$ cat config.mk
export PLATFORM = sky130hd
export DESIGN_NAME = adpcm_b_requester
export DESIGN_NICKNAME = d
export VERILOG_FILES = /design/src/rtl/adpcm_b_pkg.sv /design/src/rtl/adpcm_b_phase_timer.sv /design/src/rtl/adpcm_b_requester.sv
export SDC_FILE = /design/constraint.sdc
export NUM_CORES = 1
export LEC_CHECK = 0
export CELL_PAD_IN_SITES_DETAIL_PLACEMENT = 0
export CELL_PAD_IN_SITES_GLOBAL_PLACEMENT = 1
export CORE_ASPECT_RATIO = 0.7
export CORE_MARGIN = 1
export CORE_UTILIZATION = 30
export DETAILED_ROUTE_END_ITERATION = 12
export GPL_ROUTABILITY_DRIVEN = 0
export PLACE_DENSITY_LB_ADDON = 0.12
export SYNTH_ARGS = -nofsm -noshare
export SYNTH_HDL_FRONTEND = slang
export SYNTH_SLANG_ARGS = --single-unit
export TNS_END_PERCENT = 100
$ cat constraint.sdc
create_clock -name clk -period 4 [get_ports clk]
set_input_delay 0.4 -clock clk [delete_from_list [all_inputs] [get_ports clk]]
set_output_delay 0.4 -clock clk [all_outputs]
set_load 0.02 [all_outputs]
$ cat src/rtl/adpcm_b_pkg.sv
// Shared definitions for the ADPCM-B sample-memory bus requester:
// state encoding, default phase timings and address field positions.
package adpcm_b_pkg;

    typedef enum logic [2:0] {
        IDLE      = 3'd0,
        ADDR_LO   = 3'd1,
        ADDR_HI   = 3'd2,
        DATA_WAIT = 3'd3,
        RESPOND   = 3'd4
    } state_t;

    localparam int T_LO_DEF   = 4;
    localparam int T_HI_DEF   = 6;
    localparam int T_WAIT_DEF = 8;

    // LSB positions of each bus field within the 24-bit byte address
    localparam int LO_PAD = 0;
    localparam int LO_PA  = 8;
    localparam int HI_PAD = 12;
    localparam int HI_PA  = 20;

    function automatic int max3(input int a, input int b, input int c);
        int m;
        m = (a > b) ? a : b;
        return (m > c) ? m : c;
    endfunction

endpackage

$ cat src/rtl/adpcm_b_phase_timer.sv
// Reloadable down-counter; tc is high while the count sits at zero.
module adpcm_b_phase_timer #(
    parameter int W = 4
) (
    input  logic         clk,
    input  logic         reset_n,
    input  logic         load,
    input  logic [W-1:0] load_val,
    output logic         tc
);

    logic [W-1:0] count;

    always_ff @(posedge clk or negedge reset_n) begin
        if (!reset_n) begin
            count <= '0;
        end else if (load) begin
            count <= load_val;
        end else if (count != '0) begin
            count <= count - 1'b1;
        end
    end

    assign tc = (count == '0);

endmodule

$ cat src/rtl/adpcm_b_requester.sv
// Chip-side ADPCM-B memory bus requester: multiplexes a 24-bit address onto
// PAD/PA around the PMPX strobe, then releases PAD and samples the data byte.
module adpcm_b_requester
    import adpcm_b_pkg::*;
#(
    parameter int T_LO   = T_LO_DEF,
    parameter int T_HI   = T_HI_DEF,
    parameter int T_WAIT = T_WAIT_DEF,
    parameter int CNT_W  = 16
) (
    input  logic             clk,
    input  logic             reset_n,
    input  logic             req_valid,
    input  logic [23:0]      req_addr,
    output logic             req_ready,
    output logic             rsp_valid,
    output logic [7:0]       rsp_data,
    output logic             pmpx,
    output logic [7:0]       pad_out,
    output logic             pad_oe,
    output logic [3:0]       pa_out,
    input  logic [7:0]       pad_in,
    output logic [CNT_W-1:0] req_count,
    output logic [CNT_W-1:0] busy_cycles,
    input  logic             count_clear
);

    localparam int T_MAX = max3(T_LO, T_HI, T_WAIT);
    localparam int TMR_W = $clog2(T_MAX + 1);

    generate
        if (T_LO < 1 || T_HI < 1 || T_WAIT < 1) begin : g_bad_timing
            $error("adpcm_b_requester: T_LO, T_HI and T_WAIT must all be >= 1");
        end
    endgenerate

    state_t           state;
    logic [7:0]       hi_pad_q;
    logic [3:0]       hi_pa_q;
    logic             accept;
    logic             tmr_load;
    logic [TMR_W-1:0] tmr_val;
    logic             tmr_tc;

    assign accept = req_valid && req_ready;

    // The timer is reloaded on the same edge that enters a timed phase.
    always_comb begin
        tmr_load = 1'b0;
        tmr_val  = '0;
        case (state)
            IDLE: if (accept) begin
                tmr_load = 1'b1;
                tmr_val  = TMR_W'(T_LO - 1);
            end
            ADDR_LO: if (tmr_tc) begin
                tmr_load = 1'b1;
                tmr_val  = TMR_W'(T_HI - 1);
            end
            ADDR_HI: if (tmr_tc) begin
                tmr_load = 1'b1;
                tmr_val  = TMR_W'(T_WAIT - 1);
            end
            default: ;
        endcase
    end

    adpcm_b_phase_timer #(.W(TMR_W)) u_timer (
        .clk      (clk),
        .reset_n  (reset_n),
        .load     (tmr_load),
        .load_val (tmr_val),
        .tc       (tmr_tc)
    );

    always_ff @(posedge clk or negedge reset_n) begin
        if (!reset_n) begin
            state     <= IDLE;
            req_ready <= 1'b1;
            rsp_valid <= 1'b0;
            rsp_data  <= 8'h00;
            pmpx      <= 1'b0;
            pad_oe    <= 1'b0;
            pad_out   <= 8'h00;
            pa_out    <= 4'h0;
            hi_pad_q  <= 8'h00;
            hi_pa_q   <= 4'h0;
        end else begin
            rsp_valid <= 1'b0;
            case (state)
                IDLE: if (accept) begin
                    state     <= ADDR_LO;
                    req_ready <= 1'b0;
                    pmpx      <= 1'b1;
                    pad_oe    <= 1'b1;
                    pad_out   <= req_addr[LO_PAD +: 8];
                    pa_out    <= req_addr[LO_PA +: 4];
                    hi_pad_q  <= req_addr[HI_PAD +: 8];
                    hi_pa_q   <= req_addr[HI_PA +: 4];
                end
                ADDR_LO: if (tmr_tc) begin
                    state   <= ADDR_HI;
                    pmpx    <= 1'b0;
                    pad_out <= hi_pad_q;
                    pa_out  <= hi_pa_q;
                end
                ADDR_HI: if (tmr_tc) begin
                    state   <= DATA_WAIT;
                    pad_oe  <= 1'b0;
                    pad_out <= 8'h00;
                end
                DATA_WAIT: if (tmr_tc) begin
                    state     <= RESPOND;
                    rsp_data  <= pad_in;
                    rsp_valid <= 1'b1;
                end
                RESPOND: begin
                    state     <= IDLE;
                    req_ready <= 1'b1;
                end
                default: begin
                    state     <= IDLE;
                    req_ready <= 1'b1;
                    pmpx      <= 1'b0;
                    pad_oe    <= 1'b0;
                    pad_out   <= 8'h00;
                end
            endcase
        end
    end

    // Clear wins over increment so a clear on an accept edge still reads zero.
    always_ff @(posedge clk or negedge reset_n) begin
        if (!reset_n) begin
            req_count   <= '0;
            busy_cycles <= '0;
        end else if (count_clear) begin
            req_count   <= '0;
            busy_cycles <= '0;
        end else begin
            if (accept)
                req_count <= req_count + 1'b1;
            if (state != IDLE && busy_cycles != '1)
                busy_cycles <= busy_cycles + 1'b1;
        end
    end

endmodule

==> summary.md, run 1 <==
| Metric | Value |
|---|---|
| Outcome | finished, final reports clean |
| Max Freq | 453 MHz |
| Max_slew headroom | 32.1% |
| Bufs and invs on worst path | 0 |
| Total wire length | 8660 µm |
| Top delay family on crit path | simple AND/OR/NAND/NOR gates |
| Layout net count | 489 |
| DR WL/cell | 14.2 µm |
| Max-slew violation count | 0 |
| Critical Path RT | 4.27 ns |
| Gr usage total | 15.1% |
| Post-CTS Setup Inserts | 0 |
| Max-cap check violation count | 0 |
| Routed vias | 2835 |
| Root buffer cell | clkbuf_16 |
| Starting Density | 31.4% |
| Ys Warns | 0 |
| Global route overflow | 0 |
| Via count of the first global-routing pass | 2742 |
| Reg2reg start | state[2] |
| Tightest Pin Transition | 1.01 ns |
| Worst setup margin | 1.79 ns |
| Commonest non-fill, non-tap cell in the layout | clkdlybuf4s50_1 |
| CTS tree | built |
| CTS sink cnt | 75 |
| CTS H-tree lvls | 3 |
| Clock buffer count from CTS | 9 |
| Die Footprint | 12200 µm² |
| Total Neg Setup Slack | 0 ns |
| Clk slew on worst S/H paths | 0.06 ns |
| Sw power | 0.338 mW |
| IO Pins | 92 |
| Mapped cell area | 3530 µm² |
| Most frequent cells in the layout | clkdlybuf4s50_1 (90), dfrtp_1 (74), nand2_1 (69), nor2_1 (43), xnor2_1 (19) |
| P_int | 1.42 mW |
| 1st-iter DRT viols | 99 |
| Post-CTS sizing | 0 |
| Initial antenna violation count | 0 |
| RSZ-0062 raised after global routing | no |
| Crit path time final | 2.21 ns |
| 1st-pass router iterations | 4 |
| PwrDens | 356 nW/µm² |
| Critical path arrival | 2.47 ns |
| Static leakage | 2.08 nW |
| Critical R2R Capture | u_timer.count[1] |
| Avg Synthesized Cell Area | 9.75 µm² |
| Die Height | 92.8 µm |
| CP startpoint kind | flop |
| R2R cell count | 4 |
| Final routed DRC violation total | 0 |
| Core ar. | 11300 µm² |
| Switching share of total power | 19.3% |
| Slowest cell on crit path | nor3_2 |
| Post-DP HPWL | 5910 µm |
| Port Buffers | 91 |
| Vias per cell | 4.66 |
| Synthesized instance count | 362 |
| Setup Skew | 0.00815 ns |
| DIE WIDTH | 132 µm |
| First-pass GRT wire length | 14400 µm |
| Comb pwr share | 3.6% |
| R2R Setup Slk | 1.79 ns |
| Dpl ws | 1.69 ns |
| Largest net degree at the start of global routing | 76 |
| Fin crit share | 55.1% |
| Crit-path max FO | 14 |
| Row Count | 32 |
| Post-route ant nets | 0 |
| CP Capture Type | flop |
| HP Class | in -> async |
| Diode count | 0 |
| Crit-path cells | nor3_2, nand2_1, o21ai_0, a311o_1 |
| Final hold vios | 0 |
| Share of cells above drive strength 1 | 6.15% |
| Endpoints failing setup | 0 |
| CP max stage delay | 0.77 ns |
| Max rail drop VDD | 230 µV |
| CP Class | reg -> reg |
| Number of synthesized register bits | 75 |
| Register area share after synthesis | 53.2% |
| Syn Nets | 401 |
| P&R area growth vs syn | 39.5% |
| Worst-case clock buffer depth | 2 |
| Synth unique cells | 39 |
| Clock Power Share | 53.2% |
| CTS Hold Bufs | 0 |
| Later-pin clock latency in the skew report | 0.33 ns |
| Sequential group share of total power | 43.2% |
synthesized netlist by cell type:
master / n / area share, %
nor3_2: 2 / 0.57
a311o_1: 1 / 0.28
dfrtp_1: 74 / 52
ha_1: 3 / 1.1
nor4_2: 1 / 0.35
buf_2: 5 / 0.71
nor4b_1: 1 / 0.25
xor2_1: 8 / 2.0
nor4b_2: 2 / 0.85
mux2i_1: 5 / 1.4
nor2_1: 43 / 4.6
mux2_1: 11 / 3.5
or3_1: 8 / 1.4
o21ai_0: 13 / 1.8
buf_1: 3 / 0.32
nor4_1: 2 / 0.35
nand2_1: 69 / 7.3
nor3_1: 8 / 1.1
o221a_2: 1 / 0.32
and3_1: 1 / 0.18
or2_1: 2 / 0.35
nor2b_1: 5 / 0.89
clkbuf_1: 7 / 0.74
nand2b_1: 2 / 0.35
a21o_1: 2 / 0.43
and2_1: 2 / 0.35
a21oi_1: 15 / 2.1
o31ai_1: 1 / 0.21
nand3_1: 10 / 1.4
a21boi_2: 1 / 0.32
nor3_4: 1 / 0.46
and4_1: 1 / 0.25
nand4_1: 9 / 1.6
a22oi_1: 9 / 1.9
o21ai_1: 8 / 1.1
xnor2_1: 19 / 4.7
inv_1: 5 / 0.53
dfstp_2: 1 / 0.74
nor3b_4: 1 / 0.53
final cells by class:
cell class	count	area [µm²]
fillers	1065	6330
flip-flops and latches	75	1880
multi-input cells	267	1580
repair buffers	92	916
clock buffers	11	243
well taps	153	191
clock inverters	5	100
inverters	5	18.8
state kept, by name, indices dropped and copies added, names as in the netlist, 3 cells and up:
signal	count
rsp_data	8
hi_pa_q	4
pad_out	8
req_count	16
busy_cycles	16
pa_out	4
state	3
hi_pad_q	8
u_timer.count	4
worst max-delay path by stage:
stage                startpoint          endpoint  slack (ns)  depth (start not counted)
5_1_grt                state[2]  u_timer.count[1]        1.55                          4
3_3_place_gp           state[2]  u_timer.count[2]        1.74                          3
3_5_place_dp          req_valid  u_timer.count[2]        1.69                          4
4_1_cts                state[2]  u_timer.count[1]        1.73                          4
2_1_floorplan  u_timer.count[0]  u_timer.count[1]        2.16                          7
6_report               state[2]  u_timer.count[1]        1.79                          4
logic make-up (layout without fill, tap and decap cells):
logic type / count (synthesis) / after routing / share of synthesized area [%]
flops: 75 / 75 / 53.2
xor+xnor: 27 / 27 / 6.70
buf+inv: 20 / 113 / 2.30
fa+ha+maj: 3 / 3 / 1.06
mux: 16 / 16 / 4.93
compound gates: 51 / 51 / 8.58
simple gates: 170 / 170 / 23.2
routing by layer:
metal | GRT usage (%) | vias up | routed length, µm
met1 | 22.3 | 1344 | 4650
met5 | 0 | - | 0
li1 | - | 1407 | -
met4 | 4.65 | 0 | 94
met3 | 4.60 | 7 | 443
met2 | 20.8 | 77 | 3470
metrics by stage:
stage,util [%],area [µm²],std cells,hold slack [ns],power (mW)
after floorplan,-,3530,362,0.104,0.782
after global placement,40.7,4580,592,0.458,0.838
after detailed placement,40.7,4580,592,0.462,0.837
after CTS,43.8,4920,608,0.277,1.79
after global routing,43.8,4920,608,0.328,1.82
final,43.8,4920,608,0.224,1.75
power groups by stage:
stage	combinational, mW	clock, mW	sequential (mW)
after CTS	0.0649	0.962	0.759
after detailed placement	0.0646	0	0.773
after floorplan	0.00937	0	0.773
final	0.0623	0.934	0.759
after global routing	0.0698	0.993	0.758
after global placement	0.0650	0	0.773
Power figures use the tool's default switching activity.
==> run 2, diff against run 1 <==
Clock period 4 ns to 1.95 ns, I/O delays scaled along.
==> run 2 against run 1 <==
Power rose by 100%. Utilization is 2.0 points higher. Sequential share of layout area is 1.7 points lower. Non-clock buffer count up 26. Via count grew 2.2%. Clock skew increased by 0.0013 ns. Critical path type unchanged. Critical endpoint unchanged.
==> summary.md, run 2 (synthesis gave the netlist of run 1 again) <==
| Metric | Value |
|---|---|
| Post-route ant nets | 0 (unchanged) |
| Fin crit share | 91.9% (+37 points) |
| Commonest non-fill, non-tap cell in the layout | clkdlybuf4s50_1 |
| Row Count | 32 (unchanged) |
| Util after Layout | 45.7% (+2.0 points) |
| Outcome | finished, final reports clean |
| Clk slew on worst S/H paths | 0.06 ns (about the same) |
| R2R Setup Slk | 0.16 ns (-1.64 ns) |
| P&R area growth vs syn | 45.8% |
| R2R cell count | 5 (+1) |
| Final Non-Filler Cells | 634 (+4.3%) |
| P_int | 2.88 mW (+100%) |
| Final instance area | 5140 µm² (+4.5%) |
| 1st-pass router iterations | 4 (unchanged) |
| Max rail drop VDD | 424 µV (+84%) |
| Starting Density | 31.4% (unchanged) |
| Critical Path RT | 2.16 ns (-2.11 ns) |
| Total Neg Setup Slack | 0 ns (unchanged) |
| Worst setup margin | 0.158 ns (-1.64 ns) |
| Worst-case clock buffer depth | 2 (unchanged) |
| Root buffer cell | clkbuf_16 |
| Dpl ws | 0.159 ns (-1.53 ns) |
| IO Pins | 92 (unchanged) |
| Max-slew violation count | 0 (unchanged) |
| Global route overflow | 0 (unchanged) |
| Setup Skew | 0.00946 ns (+0.00131 ns) |
| Max-cap check violation count | 0 (unchanged) |
| Final Hold Slack | 0.379 ns (+0.155 ns) |
| Critical path arrival | 2.00 ns (-0.47 ns) |
| Final Total Pwr | 3.55 mW (+100%) |
| 1st-iter DRT viols | 106 (+7.1%) |
| Comb pwr share | 3.9% (+0.3 points) |
| DP Cell Count | 617 (+4.2%) |
| CTS H-tree lvls | 3 (unchanged) |
| Post-CTS Setup Inserts | 0 (unchanged) |
| Later-pin clock latency in the skew report | 0.34 ns (about the same) |
| Die Height | 92.8 µm (unchanged) |
| Static leakage | 2.22 nW (+6.8%) |
| Share of cells above drive strength 1 | 11.0% (+4.9 points) |
| Core ar. | 11300 µm² (unchanged) |
| RSZ-0062 raised after global routing | no |
| Largest net degree at the start of global routing | 40 (-47%) |
| Total wire length | 8730 µm (+0.85%) |
| Post-DP HPWL | 6320 µm (+6.9%) |
| Gr usage total | 15.6% (+0.48 points) |
| Sequential group share of total power | 43.8% (+0.6 points) |
| Initial antenna violation count | 0 (unchanged) |
| Switching share of total power | 19.1% (-0.18 points) |
| Post-DP Area | 4790 µm² (+4.6%) |
| DIE WIDTH | 132 µm (unchanged) |
| Endpoints failing setup | 0 (unchanged) |
| Routed vias | 2897 (+2.2%) |
| Crit path time final | 1.79 ns (-0.414 ns) |
| HP Class | in -> async |
| Diode count | 0 (unchanged) |
| Reg2reg start | u_timer.count[0] |
| Max_slew headroom | 65.5% (+33 points) |
| Vias per cell | 4.57 (-2.0%) |
| Clock buffer count from CTS | 9 (unchanged) |
| CTS tree | built |
| Tightest Pin Transition | 0.516 ns (-0.499 ns) |
| Max Freq | 558 MHz (+23%) |
| PwrDens | 691 nW/µm² (+94%) |
| CTS sink cnt | 75 (unchanged) |
| First-pass GRT wire length | 14800 µm (+2.3%) |
| Final routed DRC violation total | 0 (unchanged) |
| Port Buffers | 91 (unchanged) |
| CP startpoint kind | flop |
| Die Footprint | 12200 µm² (unchanged) |
| Critical R2R Capture | u_timer.count[1] |
| Sw power | 0.679 mW (+100%) |
| Via count of the first global-routing pass | 2868 (+4.6%) |
| CP Class | reg -> reg |
| Final hold vios | 0 (unchanged) |
| DR WL/cell | 13.8 µm (-3.3%) |
| Clock Power Share | 52.3% (-0.9 points) |
| CP Capture Type | flop |
| Crit-path max FO | 5 (-9) |
| Top flop regs | busy_cycles: 16 flops, req_count: 16 flops |
| Most frequent cells in the layout | clkdlybuf4s50_1 (90), dfrtp_1 (74), nand2_1 (69), nor2_1 (43), buf_4 (25) |
| Layout net count | 515 (+5.3%) |
-- run 2: what timing repair did --
item	in CTS	in global routing
gates resized for setup	0	1
setup endpoints to repair	0	1
hold buffers	1	0
endpoints found under the hold margin	36	0
-- run 2: area by class of cell --
cell class | count | area (µm²)
fillers | 1090 | 6110
flip-flops and latches | 75 | 1880
multi-input cells | 267 | 1580
repair buffers | 118 | 1140
clock buffers | 10 | 229
well taps | 153 | 191
clock inverters | 6 | 105
inverters | 5 | 18.8
-- run 2: layer usage --
layer / GRT usage [%] / routed length, µm / up-vias / part of all wire [%]
li1: - / - / 1465 / -
met1: 23.1 / 4690 / 1351 / 54
met2: 20.6 / 3420 / 71 / 39
met3: 5.15 / 499 / 10 / 5.7
met4: 5.81 / 116 / 0 / 1.3
met5: 0 / 0 / - / 0
-- run 2: how the worst max path moves through the flow --
| stage | from | to | slack (ns) |
|---|---|---|---|
| after floorplan | u_timer.count[0] | u_timer.count[1] | 0.11 |
| after global placement | busy_cycles[10] | busy_cycles[6] | 0.15 |
| after detailed placement | u_timer.count[0] | pad_out[7] | 0.16 |
| after CTS | u_timer.count[0] | u_timer.count[1] | 0.15 |
| after global routing | busy_cycles[1] | busy_cycles[6] | 0.06 |
| final | u_timer.count[0] | u_timer.count[1] | 0.16 |
-- run 2: worst max-delay path, stage by stage, from the launching register on --
cell	delay, ns
dfrtp_1	0.38
inv_1	0.09
ha_1	0.21
nand2_1	0.17
or3_1	0.45
a311o_1	0.38
-- run 2: power groups by stage --
| stage | clock (mW) | combinational (mW) | sequential, mW |
|---|---|---|---|
| floorplan | 0 | 0.0192 | 1.59 |
| global placement | 0 | 0.140 | 1.58 |
| detailed placement | 0 | 0.139 | 1.58 |
| CTS | 1.92 | 0.142 | 1.56 |
| global route | 1.99 | 0.153 | 1.56 |
| finish | 1.86 | 0.137 | 1.56 |
==> run 3, diff against run 2 <==
Settings changed: CORE_ASPECT_RATIO 0.7 to 0.5.
==> run 3 against run 2 <==
Worst setup slack got worse by 0.0012 ns. Register-to-register slack hardly changed. Hold slack worse by 0.080 ns. Sequential power about the same. Largest power group unchanged. Utilization shrank 0.20 points. Largest cell class unchanged. Combinational power about the same. Critical path type unchanged.
==> summary.md, run 3 (synthesis gave the netlist of run 1 again) <==
| Metric | Value |
|---|---|
| CTS sink cnt | 75 (unchanged) |
| Total Neg Setup Slack | 0 ns (unchanged) |
| Clock buffer count from CTS | 9 (unchanged) |
| Most frequent cells in the layout | clkdlybuf4s50_1 (90), dfrtp_1 (74), nand2_1 (69), nor2_1 (42), buf_4 (22) |
| DR WL/cell | 13.7 µm (-0.45%) |
| Post-CTS Setup Inserts | 0 (unchanged) |
| Root buffer cell | clkbuf_16 |
| Reg2reg start | u_timer.count[0] |
| Setup Skew | 0.00636 ns (-0.00309 ns) |
| RSZ-0062 raised after global routing | no |
| 1st-pass router iterations | 4 (unchanged) |
| Global route overflow | 0 (unchanged) |
| CP Capture Type | flop |
| Later-pin clock latency in the skew report | 0.33 ns (about the same) |
| Max-cap check violation count | 0 (unchanged) |
| Final Total Pwr | 3.52 mW (-0.91%) |
| Port Buffers | 91 (unchanged) |
| Worst-case clock buffer depth | 2 (unchanged) |
| Routed vias | 2935 (+1.3%) |
| Fin crit share | 92.0% (about the same) |
| Post-DP HPWL | 6400 µm (+1.3%) |
| R2R cell count | 5 (unchanged) |
| Share of cells above drive strength 1 | 10.5% (-0.54 points) |
| Max rail drop VDD | 413 µV (-2.6%) |
| Diode count | 0 (unchanged) |
| Commonest non-fill, non-tap cell in the layout | clkdlybuf4s50_1 |
| Core ar. | 11200 µm² (-0.31%) |
| Max Freq | 558 MHz (about the same) |
| HP Class | in -> async |
| CTS H-tree lvls | 3 (unchanged) |
| Max-slew violation count | 0 (unchanged) |
| Clk slew on worst S/H paths | 0.06 ns (about the same) |
| 1st-iter DRT viols | 119 (+12%) |
| PwrDens | 690 nW/µm² (-0.16%) |
| DIE WIDTH | 155 µm (+18%) |
| IO Pins | 92 (unchanged) |
| M3 GR Usage | 6.17% (+1.0 points) |
| Endpoints failing setup | 0 (unchanged) |
| Row Count | 27 (-16%) |
| Final hold vios | 0 (unchanged) |
| Static leakage | 2.20 nW (-1.0%) |
| Die Height | 78.7 µm (-15%) |
| Outcome | finished, final reports clean |
| Starting Density | 31.5% (+0.098 points) |
| R2R Setup Slk | 0.16 ns (about the same) |
| Crit path time final | 1.79 ns (+0.00123 ns) |
| Gr busiest metal | met2 |
| Post-route ant nets | 0 (unchanged) |
| Met1 Usage GRT | 20.1% (-2.9 points) |
| Initial antenna violation count | 0 (unchanged) |
| Top flop regs | busy_cycles: 16 flops, req_count: 16 flops |
| Met2 Use GR | 24.9% (+4.3 points) |
| Max_slew headroom | 67.3% (+1.8 points) |
| Final routed DRC violation total | 0 (unchanged) |
| Largest net degree at the start of global routing | 33 (-18%) |
| Tightest Pin Transition | 0.488 ns (-0.0272 ns) |
| CP startpoint kind | flop |
| Via count of the first global-routing pass | 3022 (+5.4%) |
| Critical R2R Capture | u_timer.count[1] |
| Critical Path RT | 2.16 ns (about the same) |
| Critical path arrival | 2.01 ns (about the same) |
| Gr usage total | 15.7% (+0.083 points) |
| Layout net count | 511 (-0.78%) |
| P&R area growth vs syn | 44.7% |
| CP Class | reg -> reg |
| Crit-path max FO | 5 (unchanged) |
| Total wire length | 8720 µm (-0.14%) |
| First-pass GRT wire length | 14900 µm (+0.75%) |
| Vias per cell | 4.61 (+0.99%) |
| CTS tree | built |
| Die Footprint | 12200 µm² (+0.16%) |
-- run 3: cell type report --
| type | count | area (µm²) |
|---|---|---|
| tap | 159 | 199 |
| timing repair buffer | 114 | 1100 |
| inverter | 5 | 18.8 |
| sequential | 75 | 1880 |
| fill | 1100 | 6110 |
| clock buffer | 12 | 256 |
| multi-input combinational | 267 | 1590 |
| clock inverter | 4 | 72.6 |
-- run 3: what timing repair did --
action	in CTS	in global routing
hold endpoints to repair	22	0
setup endpoints to repair	0	2
gates resized for setup	0	3
hold buffers	1	0
-- run 3: metrics by stage --
stage	setup WS, ns	utilization [%]	hold slack [ns]	cells	cell area [µm²]
after floorplan	0.110	-	-0.101	362	3530
after detailed placement	0.0906	42.4	0.129	619	4750
after global routing	0.0193	45.5	0.340	636	5110
final	0.157	45.5	0.300	636	5110
after CTS	0.0790	45.4	0.309	636	5090
after global placement	0.197	42.4	0.119	619	4750
-- run 3: worst max-delay path, cell delays in order, from the launching register on --
cell,delay (ns)
dfrtp_1,0.37
inv_1,0.10
ha_1,0.22
nand2_1,0.15
or3_1,0.45
a311o_1,0.38
-- run 3: worst max path at each step --
| stage | startpoint | endpoint | depth (start not counted) |
|---|---|---|---|
| 5_1_grt | busy_cycles[0] | busy_cycles[6] | 6 |
| 2_1_floorplan | u_timer.count[0] | u_timer.count[1] | 7 |
| 3_5_place_dp | busy_cycles[0] | busy_cycles[6] | 6 |
| 3_3_place_gp | busy_cycles[0] | busy_cycles[6] | 6 |
| 4_1_cts | busy_cycles[0] | busy_cycles[6] | 6 |
| 6_report | u_timer.count[0] | u_timer.count[1] | 5 |
-- run 3: power by group --
| group | switching, mW | total (mW) | internal, mW |
|---|---|---|---|
| Clock | 0.642 | 1.83 | 1.19 |
| Sequential | 0.000000000000000760 | 1.56 | 1.56 |
| Combinational | 0.0599 | 0.135 | 0.0747 |
| Total | 0.702 | 3.52 | 2.82 |
-- run 3: per-layer routing --
| metal | part of all wire [%] | routed length [µm] |
|---|---|---|
| met5 | 0 | 0 |
| met4 | 0.73 | 64 |
| met3 | 6.3 | 548 |
| met2 | 44 | 3870 |
| met1 | 49 | 4230 |
